## src/rtl/pacote_riscv.sv

```systemverilog
// Shared RV32I pipeline constants and the MEM/WB field bundle.
package pacote_riscv;

  // Result select encodings; 2'b11 falls back to the ALU result.
  localparam logic [1:0] SEL_ULA = 2'b00;
  localparam logic [1:0] SEL_MEM = 2'b01;
  localparam logic [1:0] SEL_PC4 = 2'b10;

  // Load funct3 encodings.
  localparam logic [2:0] F3_LB  = 3'b000;
  localparam logic [2:0] F3_LH  = 3'b001;
  localparam logic [2:0] F3_LW  = 3'b010;
  localparam logic [2:0] F3_LBU = 3'b100;
  localparam logic [2:0] F3_LHU = 3'b101;

  localparam logic [4:0] REG_ZERO = 5'd0;

  // Every field of the MEM/WB register except the valid bit.
  typedef struct packed {
    logic        reg_write;
    logic [4:0]  rd;
    logic [1:0]  sel;
    logic [31:0] resultado_ula;
    logic [31:0] dado_memoria;
    logic [31:0] pc_mais4;
    logic [2:0]  funct3;
    logic [1:0]  endereco_byte;
  } campos_mem_wb_t;

endpackage

```

## src/rtl/extensor_carga.sv

```systemverilog
// Load data alignment and sign/zero extension; purely combinational.
module extensor_carga
  import pacote_riscv::*;
(
  input  logic [31:0] palavra,
  input  logic [2:0]  funct3,
  input  logic [1:0]  deslocamento,
  output logic [31:0] dado_estendido
);

  logic [7:0]  byte_sel;
  logic [15:0] meia_sel;

  // Pick the addressed byte and half-word; deslocamento[0] is ignored for halves.
  always_comb begin
    byte_sel = palavra[7:0];
    unique case (deslocamento)
      2'd0: byte_sel = palavra[7:0];
      2'd1: byte_sel = palavra[15:8];
      2'd2: byte_sel = palavra[23:16];
      2'd3: byte_sel = palavra[31:24];
      default: byte_sel = palavra[7:0];
    endcase
    meia_sel = deslocamento[1] ? palavra[31:16] : palavra[15:0];
  end

  // Extend according to load type; unknown funct3 passes the whole word.
  always_comb begin
    dado_estendido = palavra;
    case (funct3)
      F3_LB:   dado_estendido = {{24{byte_sel[7]}}, byte_sel};
      F3_LBU:  dado_estendido = {24'd0, byte_sel};
      F3_LH:   dado_estendido = {{16{meia_sel[15]}}, meia_sel};
      F3_LHU:  dado_estendido = {16'd0, meia_sel};
      default: dado_estendido = palavra;
    endcase
  end

endmodule

```

## src/rtl/estagio_wb.sv

```systemverilog
// Write-back stage: MEM/WB register, load extension, result select and retire counter.
module estagio_wb
  import pacote_riscv::*;
#(
  parameter int unsigned LARGURA_CONTADOR = 32
) (
  input  logic                        clk,
  input  logic                        reset,
  input  logic                        stall,
  input  logic                        flush,
  input  logic                        valido_mem,
  input  logic                        reg_write_mem,
  input  logic [4:0]                  endereco_destino_mem,
  input  logic [1:0]                  sel_resultado_mem,
  input  logic [31:0]                 resultado_ula_mem,
  input  logic [31:0]                 dado_memoria_mem,
  input  logic [31:0]                 pc_mais4_mem,
  input  logic [2:0]                  funct3_mem,
  input  logic [1:0]                  endereco_byte_mem,
  output logic                        habilita_escrita,
  output logic [4:0]                  endereco_destino,
  output logic [31:0]                 dado_escrita,
  output logic                        valido_wb,
  output logic [LARGURA_CONTADOR-1:0] contador_instrucoes
);

  logic                        valido_q;
  campos_mem_wb_t              campos_d, campos_q;
  logic [LARGURA_CONTADOR-1:0] contador_q;
  logic [31:0]                 dado_carga;

  // Bundle the MEM-stage inputs into the register layout.
  always_comb begin
    campos_d               = '0;
    campos_d.reg_write     = reg_write_mem;
    campos_d.rd            = endereco_destino_mem;
    campos_d.sel           = sel_resultado_mem;
    campos_d.resultado_ula = resultado_ula_mem;
    campos_d.dado_memoria  = dado_memoria_mem;
    campos_d.pc_mais4      = pc_mais4_mem;
    campos_d.funct3        = funct3_mem;
    campos_d.endereco_byte = endereco_byte_mem;
  end

  // MEM/WB register: reset > flush > stall > capture. Flush leaves fields as they were.
  always_ff @(posedge clk) begin
    if (reset) begin
      valido_q <= 1'b0;
      campos_q <= '0;
    end else if (flush) begin
      valido_q <= 1'b0;
    end else if (!stall) begin
      valido_q <= valido_mem;
      campos_q <= campos_d;
    end
  end

  // Retire counter: one per instruction leaving WB, wraps freely.
  always_ff @(posedge clk) begin
    if (reset) begin
      contador_q <= '0;
    end else if (valido_q && !stall) begin
      contador_q <= contador_q + LARGURA_CONTADOR'(1);
    end
  end

  extensor_carga u_extensor_carga (
    .palavra        (campos_q.dado_memoria),
    .funct3         (campos_q.funct3),
    .deslocamento   (campos_q.endereco_byte),
    .dado_estendido (dado_carga)
  );

  // Result select and register-file write port; data is driven even without a write.
  always_comb begin
    dado_escrita = campos_q.resultado_ula;
    case (campos_q.sel)
      SEL_MEM: dado_escrita = dado_carga;
      SEL_PC4: dado_escrita = campos_q.pc_mais4;
      default: dado_escrita = campos_q.resultado_ula;
    endcase
    habilita_escrita = valido_q & campos_q.reg_write & (campos_q.rd != REG_ZERO);
  end

  assign endereco_destino    = campos_q.rd;
  assign valido_wb           = valido_q;
  assign contador_instrucoes = contador_q;

endmodule

```

## config.mk

```make
export PLATFORM = sky130hd
export DESIGN_NAME = estagio_wb
export DESIGN_NICKNAME = d
export VERILOG_FILES = /design/src/rtl/pacote_riscv.sv /design/src/rtl/extensor_carga.sv /design/src/rtl/estagio_wb.sv
export SDC_FILE = /design/constraint.sdc
export NUM_CORES = 1
export LEC_CHECK = 0
export ABC_CLOCK_PERIOD_IN_PS = 5900
export BUFFER_PORTS_ARGS = -buffer_cell sky130_fd_sc_hd__buf_4
export CELL_PAD_IN_SITES_DETAIL_PLACEMENT = 0
export CELL_PAD_IN_SITES_GLOBAL_PLACEMENT = 1
export CORE_ASPECT_RATIO = 0.7
export CORE_MARGIN = 8
export CORE_UTILIZATION = 41
export CTS_BUF_LIST = sky130_fd_sc_hd__clkbuf_8
export CTS_CLUSTER_SIZE = 16
export DETAILED_ROUTE_END_ITERATION = 16
export HOLD_SLACK_MARGIN = 0.03
export PLACE_DENSITY = 0.95
export SYNTH_ARGS = -nofsm -noshare
export SYNTH_HDL_FRONTEND = slang
export SYNTH_SLANG_ARGS = --single-unit
```

## constraint.sdc

```tcl
create_clock -name clk -period 5.9 [get_ports clk]
set_clock_uncertainty 0.05 [all_clocks]
set_input_delay 1.18 -clock clk [delete_from_list [all_inputs] [get_ports clk]]
set_output_delay 1.18 -clock clk [all_outputs]
set_load 0.1 [all_outputs]
```

==> out/qor.yml <==
status: "completed"
ctsRootBufferMaster: "clkbuf_8"
yosysUniqueCellTypes: 41
fin_tns_setup_ns: 0
finalSetupViolCount: 0
cts_resized: 0
vias: 6533
cts_max_level: 4
fill_cells: 1547
drc: 0
intPower_mw: 1.48
power-per-cell-area_nw_per_um2: 258
p_total_mw: 2.14
synth.avg_cell_area_um2: 7.51
worstSkewPairLatency_ns: 0.45
synth_nets: 984
p_switching_mw: 0.658
clk_path_buf_depth: 2
maxCapViolCount: 0
nets: 1119
tritoncts: "yes"
grt_pass1_vias: 6014
die_area_um2: 20200
synth_edf_count: 0
clockPowerShare_pct: 37.2
cts.sinks: 142
cts_setup_buffers: 0
gp_congestion: 0.812
io_buffers: 184
wire_per_inst_um: 17.4
drt-total-wl_um: 21200
period_share_pct: 74.0
cts_buffers: 17
rows: 38
synthArstFlopShare_pct: 0
sequentialPowerShare_pct: 47.8
path_clk_slew_ns: 0.09
antenna_cells: 0
synthToLayoutAreaGrowth_pct: 27.3
crit_fanout: 16
hold_class: "flip-flop to flip-flop"
yosys_warnings: 0
yosys.cell_count.top_type: "nand2_1"
grt_util_all_layers_pct: 20.4
drtAntennaViolNets: 0
met2_usage_pct: 29.4
met3_usage_pct: 6.79
seq_area_frac_synth_pct: 43.7
dpl_cell_area_um2: 7890
start_util_pct: 42.0
synth-seq-cells: 142
final_max_slew_viol_count: 0
arrival_ns: 3.14
grt_max_degree: 94
hold_buffers: 0
drt_iter0_drc: 506
slew_headroom_pct: 31.7
combPwrFrac_pct: 15.0
period_minus_slack_ns: 4.37
swShare_pct: 30.7
fin_area_um2: 8290
irDropWorstVdd_v: 0.000144
ys_top_cells_by_area: "dfxtp_1, nand2_1, a21oi_1, clkbuf_1, o21ai_0"
fmax_mhz: 229
required_ns: 4.67
dieHeight_um: 121
synthTopCellsByCount: "nand2_1, a21oi_1, dfxtp_1"
endpoint_kind: "output pin"
core_um2: 15500
rsz0062_at_grt: "false"
netlist_instances: 867
yosysTopAreaCell: "dfxtp_1"
grt_busiest_layer: "met2"
leakagePower_nw: 3.15
antenna_found_initial: 2
crit_path_start_kind: "flip-flop"
hpwl_um: 14900
synth_top_area_share_pct: 43.7
overflow: 0
tightest_slew_ns: 1.02
grt_pass1_wl_um: 33000
finalHoldViolations: 0
netlist_area_um2: 6510
dr.pass1.iters: 5
use_met1_pct: 28.5
viasPerCell: 5.38
post-route-util_pct: 53.5
num_io_pins: 185
ys.flop_type: "dfxtp_1"
drive_gt1_share_pct: 23.1
crit_type: "flip-flop to output pin"
dieWidth_um: 167
[logic make-up (layout without fill, tap and decap cells)]
logic type               after synthesis  in the layout  synth area share [%]
multiplexers                          11             11                  2.02
adder cells (fa/ha/maj)                3              3                 0.577
AO/OA/AOI/OAI                        249            249                  22.1
AND/OR/NAND/NOR                      369            369                  25.0
XOR/XNOR                              10             10                  1.35
flip-flops                           142            142                  43.7
buffers and inverters                 83            231                  5.25
[worst max-delay path: stages (launching register included)]
cell and delay, ns:
dfxtp_1 0.36, inv_1 0.06, ha_2 0.28, nor2b_1 0.79, o211ai_1 0.46, buf_4 0.32, o211ai_1 0.11, buf_4 0.33
[through the flow]
step                      std cells  hold slack (ns)  worst slack, ns
after floorplan                 867            0.383             1.12
after global placement         1183            0.391             2.12
after detailed placement       1183            0.393             2.05
after CTS                      1215            0.406             1.56
after global routing           1215            0.423             1.27
final                          1215            0.406             1.53
[state kept, by name, indices dropped and copies added, names as in the netlist]
name,cells
campos_q,104
contador_instrucoes,32
endereco_destino,5
valido_wb,1
[path summary, 6_finish.rpt]
path | start | to | slack (ns) | cells past startpoint
worst min register to register | campos_q[38] | campos_q[38] | 0.41 | 2
worst max register to register | contador_instrucoes[11] | contador_instrucoes[23] | 3.43 | 4
worst min-delay path | campos_q[38] | campos_q[38] | 0.41 | 2
worst max-delay path | campos_q[101] | dado_escrita[25] | 1.53 | 7
[power by group through the flow]
stage,sequential (mW),clock (mW),combinational (mW)
2_1_floorplan,1.03,0,0.217
5_1_grt,1.03,0.856,0.344
6_report,1.02,0.795,0.321
3_3_place_gp,1.04,0,0.319
3_5_place_dp,1.05,0,0.322
4_1_cts,1.02,0.809,0.323
[per-layer routing]
layer	routed length, um	vias to the layer above
met5	27	-
met4	276	4
met3	1520	27
met2	8820	207
met1	10500	3023
li1	-	3272
[cells in the final DEF (no fill, tap or decap), types with 2 or more instances in the layout]
master and count:
a211o_1 6, a211oi_1 8, a21oi_1 147, a22oi_1 16, and2_1 2, and3_1 2
and3b_1 8, and4_1 3, buf_4 190, bufinv_16 2, clkbuf_8 17, clkinv_2 2
clkinv_4 4, clkinvlp_4 4, dfxtp_1 142, ha_1 2, inv_1 9, inv_6 2
mux2_2 7, mux2i_1 3, nand2_1 266, nand3_1 10, nand4_1 7, nor2_1 21
nor2b_1 5, nor3_1 5, nor3b_1 2, o211ai_1 17, o21ai_0 32, o221ai_1 7
o31ai_1 13, or3_1 16, or4_1 16, xnor2_1 5, xor2_1 5
[area by class of cell]
type,instances,area [um2],area share (%)
Timing Repair Buffer,190,1430,17.2
Tap cell,200,250,3.02
Clock buffer,17,234,2.82
Sequential cell,142,2840,34.3
Multi-Input combinational cell,642,3340,40.3
Inverter,9,33.8,0.408
Clock inverter,15,164,1.98
No activity file was read; power rests on OpenSTA's default activity.
